<file path="src/rtl/btn_sw_conditioner_pkg.sv">
// btn_sw_conditioner_pkg: button index map, default widths and debounce helpers
//   BTN_C/L/U/R/D : channel index of each board button on btn_raw/btn_level/btn_pulse
//   BTN_COUNT     : number of button channels
//   SW_WIDTH      : switch bus width
//   DEBOUNCE_10MS : stable-cycle count for 10 ms at 100 MHz
package btn_sw_conditioner_pkg;
    localparam int BTN_C         = 0;
    localparam int BTN_L         = 1;
    localparam int BTN_U         = 2;
    localparam int BTN_R         = 3;
    localparam int BTN_D         = 4;
    localparam int BTN_COUNT     = 5;
    localparam int SW_WIDTH      = 16;
    localparam int DEBOUNCE_10MS = 1000000;

    // Counter width that holds 0..cycles-1; never below one bit.
    function automatic int cnt_width(input int cycles);
        return (cycles > 2) ? $clog2(cycles) : 1;
    endfunction
endpackage

</file>
<file path="src/rtl/btn_debounce.sv">
// btn_debounce: one button channel -- 2-flop sync, stability counter, level and rising pulse
//   clk       in  system clock
//   rst_n     in  synchronous reset, active low
//   btn_raw   in  asynchronous raw button
//   btn_level out debounced level
//   btn_pulse out one-cycle pulse when btn_level rises
module btn_debounce
    import btn_sw_conditioner_pkg::*;
#(
    parameter int DEBOUNCE_CYCLES = DEBOUNCE_10MS
) (
    input  logic clk,
    input  logic rst_n,
    input  logic btn_raw,
    output logic btn_level,
    output logic btn_pulse
);
    localparam int CNT_W = cnt_width(DEBOUNCE_CYCLES);
    localparam logic [CNT_W-1:0] CNT_MAX = CNT_W'(DEBOUNCE_CYCLES - 1);

    if (DEBOUNCE_CYCLES < 2) begin : g_bad_param
        $error("btn_debounce: DEBOUNCE_CYCLES must be >= 2");
    end

    logic             r_s1;
    logic             r_s2;
    logic [CNT_W-1:0] r_cnt;

    // Any agreement between the synced input and the level restarts the window,
    // so a commit needs DEBOUNCE_CYCLES consecutive disagreeing samples.
    always_ff @(posedge clk) begin
        if (!rst_n) begin
            r_s1      <= 1'b0;
            r_s2      <= 1'b0;
            r_cnt     <= '0;
            btn_level <= 1'b0;
            btn_pulse <= 1'b0;
        end else begin
            r_s1      <= btn_raw;
            r_s2      <= r_s1;
            btn_pulse <= 1'b0;
            if (r_s2 == btn_level) begin
                r_cnt <= '0;
            end else if (r_cnt == CNT_MAX) begin
                btn_level <= r_s2;
                btn_pulse <= r_s2;
                r_cnt     <= '0;
            end else begin
                r_cnt <= r_cnt + 1'b1;
            end
        end
    end
endmodule

</file>
<file path="src/rtl/btn_sw_conditioner.sv">
// btn_sw_conditioner: synchronise switches, debounce buttons, emit press pulses
//   clk       in  system clock, all logic on posedge
//   rst_n     in  synchronous reset, active low
//   btn_raw   in  raw buttons [0]=C [1]=L [2]=U [3]=R [4]=D
//   sw_raw    in  raw switches
//   btn_level out debounced button levels
//   btn_pulse out one-cycle pulse per debounced press
//   sw_sync   out 2-flop synchronised switches (not debounced)
module btn_sw_conditioner
    import btn_sw_conditioner_pkg::*;
#(
    parameter int NUM_BTN         = BTN_COUNT,
    parameter int SW_W            = SW_WIDTH,
    parameter int DEBOUNCE_CYCLES = DEBOUNCE_10MS
) (
    input  logic               clk,
    input  logic               rst_n,
    input  logic [NUM_BTN-1:0] btn_raw,
    input  logic [SW_W-1:0]    sw_raw,
    output logic [NUM_BTN-1:0] btn_level,
    output logic [NUM_BTN-1:0] btn_pulse,
    output logic [SW_W-1:0]    sw_sync
);
    logic [SW_W-1:0] r_sw_s1;
    logic [SW_W-1:0] r_sw_s2;

    always_ff @(posedge clk) begin
        if (!rst_n) begin
            r_sw_s1 <= '0;
            r_sw_s2 <= '0;
        end else begin
            r_sw_s1 <= sw_raw;
            r_sw_s2 <= r_sw_s1;
        end
    end

    assign sw_sync = r_sw_s2;

    for (genvar g = 0; g < NUM_BTN; g++) begin : g_btn
        btn_debounce #(
            .DEBOUNCE_CYCLES(DEBOUNCE_CYCLES)
        ) u_db (
            .clk      (clk),
            .rst_n    (rst_n),
            .btn_raw  (btn_raw[g]),
            .btn_level(btn_level[g]),
            .btn_pulse(btn_pulse[g])
        );
    end
endmodule

</file>
<file path="config.mk">
export PLATFORM = sky130hd
export DESIGN_NAME = btn_sw_conditioner
export DESIGN_NICKNAME = d
export VERILOG_FILES = /design/src/rtl/btn_sw_conditioner_pkg.sv /design/src/rtl/btn_debounce.sv /design/src/rtl/btn_sw_conditioner.sv
export SDC_FILE = /design/constraint.sdc
export NUM_CORES = 1
export LEC_CHECK = 0
export ABC_AREA = 1
export BUFFER_PORTS_ARGS = -buffer_cell sky130_fd_sc_hd__buf_2
export CORE_ASPECT_RATIO = 0.9
export CORE_MARGIN = 10
export CORE_UTILIZATION = 25
export CTS_CLUSTER_SIZE = 16
export DETAILED_ROUTE_END_ITERATION = 6
export PLACE_DENSITY_LB_ADDON = 0.05
export SYNTH_ARGS = -nofsm -noshare
export SYNTH_HDL_FRONTEND = slang
export SYNTH_SLANG_ARGS = --single-unit
</file>
<file path="constraint.sdc">
create_clock -name clk -period 3.5 [get_ports clk]
set_input_delay 0.7 -clock clk [delete_from_list [all_inputs] [get_ports clk]]
set_output_delay 0.7 -clock clk [all_outputs]
set_load 0.005 [all_outputs]
</file>
==> impl_metrics.env <==
export IMPL_status="completed"
export IMPL_clock_root_buffer="clkbuf_16"
export IMPL_instances_no_fill=1449
export IMPL_viasPerCell=4.147
export IMPL_synth_most_common_cell="nand2_1"
export IMPL_dp_cells=1417
export IMPL_r2r_slack_ns=1.48
export IMPL_synth_fp_nets=1062
export IMPL_fin_worst_skew_ns=0.01109
export IMPL_r2r_start="g_btn[0].u_db.r_cnt[0]$_SDFF_PP0_"
export IMPL_track_usage_pct=10.61
export IMPL_clock_latency_ns=0.43
export IMPL_end_kind="flip-flop"
export IMPL_avgSynthCellArea_um2=6.890
export IMPL_fmax_ghz=0.4962
export IMPL_multi_input_area_um2=3411
export IMPL_synth_top_area_cell="dfxtp_1"
export IMPL_htreeDepth=4
export IMPL_die_x_um=197.9
export IMPL_crit_fanout=20
export IMPL_cts_setup_buffers=0
export IMPL_worstMarginPinSlew_ns=0.7742
export IMPL_seq_area_um2=3043
export IMPL_hold_depth=2
export IMPL_clk_pin_slew_worst_paths_ns=0.07
export IMPL_remaining_drc_errors=0
export IMPL_grt_use_met1_pct=13.74
export IMPL_synth_cell_area_um2=7124
export IMPL_max_vdd_ir_drop_mv=0.3113
export IMPL_drtIter0Drc=298
export IMPL_reg2reg_to="g_btn[0].u_db.r_cnt[11]$_SDFF_PP0_"
export IMPL_drt_pass1_iter_count=4
export IMPL_port_buffers=48
export IMPL_fin_nets=1104
export IMPL_clock_path_buffers=2
export IMPL_area_delta_synth_final_pct=15.03
export IMPL_die_h_um=180.2
export IMPL_io_pins=49
export IMPL_grt_pass1_vias=6001
export IMPL_wl_per_cell_um=12.50
export IMPL_async_reset_ff_share_pct=0
export IMPL_finalPower_mw=3.640
export IMPL_dieArea_um2=35660
export IMPL_hold_class="reg -> reg"
export IMPL_start_util_pct=25.43
export IMPL_hpwl_um=13790
export IMPL_yosys_top_cells_area="dfxtp_1, nand2_1, nor2_1"
export IMPL_fin_crit_sh_pct=57.59
export IMPL_worstPathArrival_ns=2.31
export IMPL_cap_violations=0
export IMPL_ys_ff_latch=152
export IMPL_yosys_warnings=0
export IMPL_synth_main_ff_cell="dfxtp_1"
export IMPL_rsz0062_at_grt="false"
export IMPL_design_area_um2=8195
export IMPL_use_met3_pct=2.633
export IMPL_vias=6009
export IMPL_yosysTopAreaCellShare_pct=42.71
export IMPL_synth_edff_count=0
export IMPL_worstRegToRegCells=6
export IMPL_p_leak_nw=3.012
export IMPL_gr_total_overflow=0
export IMPL_numClockSinks=152
export IMPL_setup_viol=0
export IMPL_netlist_instances=1034
export IMPL_fin_crit_ns=2.016
export IMPL_criticalPathCategory="reg -> reg"
export IMPL_core_area_um2=28010
export IMPL_hold_violations=0
export IMPL_cts_resized=0
export IMPL_drv_slew=0
export IMPL_min_from="g_btn[4].u_db.r_s1$_SDFF_PN0_"
export IMPL_seq_area_frac_synth_pct=42.71
export IMPL_setup_tns_ns=0
export IMPL_ys_types=31
export IMPL_wl_um=18120
export IMPL_cellPowerDensity_nw_per_um2=444.2
export IMPL_cp_start_kind="flip-flop"
export IMPL_grt_pass1_wl_um=30520
export IMPL_drive_gt1_share_pct=9.642
export IMPL_place_gp_congestion=0.7903
export IMPL_met2_usage_pct=16.99
export IMPL_drtAntennaViolNets=0
export IMPL_fillCellCount=3150
export IMPL_slew_headroom_pct=48.26
export IMPL_core_rowCount=58
export IMPL_numCtsBuffers=17
export IMPL_synth_commonest_cells="nand2_1, nor2_1, dfxtp_1, inv_1, nand3_1"
export IMPL_place_area_um2=7629
export IMPL_cts_hold_buf=0
export IMPL_diodes=0
export IMPL_grt_start_max_net_pins=37
export IMPL_hold_end="g_btn[4].u_db.r_s2$_SDFF_PN0_"
export IMPL_grt_antenna_before_repair=0
export IMPL_crit_required_ns=3.79
export IMPL_top_usage_layer="met2"
export IMPL_cts_tree="done"
how the worst max path moves through the flow:
stage | startpoint | to | slack [ns] | cells after the start
floorplan | g_btn[0].u_db.r_cnt[0]$_SDFF_PP0_ | g_btn[0].u_db.r_cnt[7]$_SDFF_PP0_ | 2.08 | 7
global placement | rst_n | g_btn[0].u_db.r_cnt[7]$_SDFF_PP0_ | 1.24 | 5
detailed placement | rst_n | g_btn[0].u_db.r_cnt[2]$_SDFF_PP0_ | 1.21 | 5
CTS | g_btn[0].u_db.r_cnt[0]$_SDFF_PP0_ | g_btn[0].u_db.r_cnt[11]$_SDFF_PP0_ | 1.39 | 6
global route | g_btn[0].u_db.r_cnt[0]$_SDFF_PP0_ | g_btn[0].u_db.r_cnt[16]$_SDFF_PP0_ | 1.22 | 6
finish | g_btn[0].u_db.r_cnt[0]$_SDFF_PP0_ | g_btn[0].u_db.r_cnt[11]$_SDFF_PP0_ | 1.48 | 6
flip-flops by register name (all words and copies together), names as in the netlist:
signal and count:
g_btn.u_db.btn_pulse 5, r_sw_s1 16, g_btn.u_db.r_s1 5, g_btn.u_db.r_s2 5, g_btn.u_db.btn_level 5, g_btn.u_db.r_cnt 100, sw_sync 16
per-stage QoR:
| step | util (%) | hold WS [ns] | worst slack (ns) |
|---|---|---|---|
| after floorplan | - | 0.3905 | 2.079 |
| after global placement | 27.23 | 0.3931 | 1.243 |
| after detailed placement | 27.23 | 0.3969 | 1.212 |
| after CTS | 29.26 | 0.4108 | 1.385 |
| after global routing | 29.26 | 0.4248 | 1.219 |
| final | 29.26 | 0.4112 | 1.484 |
worst max-delay path, stage by stage (launching register included):
cell     delay, ns
dfxtp_1       0.41
ha_1          0.32
nand3_2       0.16
nor2_4        0.16
nand3_1       0.13
nand2_1       0.60
nor2_1        0.10
layout make-up:
type / instances / share of cell area, %
clock buffers: 17 / 5.191
clock inverters: 15 / 1.725
inverters: 127 / 5.817
well taps: 360 / 5.496
repair buffers: 49 / 3.023
flip-flops and latches: 152 / 37.13
multi-input cells: 729 / 41.62
layer usage:
metal / wire length, um / up-vias / part of all wire [%]
met5: 0 / - / 0
met4: 208 / 0 / 1.1
met1: 9160 / 2680 / 51
met2: 8231 / 58 / 45
met3: 519 / 15 / 2.9
li1: - / 3256 / -
cells by family (layout without fill, tap and decap cells):
family          after synthesis  in the layout  share of synthesized area, %
xor+xnor                     52             52                         6.393
compound gates               43             43                         3.214
buf+inv                     153            208                         9.413
fa+ha+maj                     5              5                        0.8781
simple gates                629            629                         37.39
flops                       152            152                         42.71
placed cells by master, fill, tap and decap left out, types with 4 or more instances in the layout:
master | netlist | layout
a21oi_1 | 34 | 34
and2_1 | 6 | 6
buf_2 | 2 | 48
clkbuf_16 | 0 | 17
dfxtp_1 | 152 | 152
ha_1 | 5 | 5
inv_1 | 126 | 126
inv_6 | 0 | 7
nand2_1 | 259 | 259
nand3_1 | 74 | 74
nand3_2 | 5 | 5
nand4_1 | 23 | 23
nor2_1 | 230 | 230
nor2_2 | 7 | 7
nor2_4 | 5 | 5
nor3_1 | 6 | 6
o21ai_0 | 4 | 4
o21bai_1 | 4 | 4
or2_0 | 4 | 4
xnor2_1 | 18 | 18
xor2_1 | 34 | 34
power by group:
part | internal (mW) | switching (mW) | total [mW]
logic | 0.0250 | 0.0437 | 0.0687
clock network | 0.993 | 0.816 | 1.81
registers | 1.75 | 0.00858 | 1.76
total | 2.77 | 0.869 | 3.64
No activity file was read; power rests on OpenSTA's default activity.
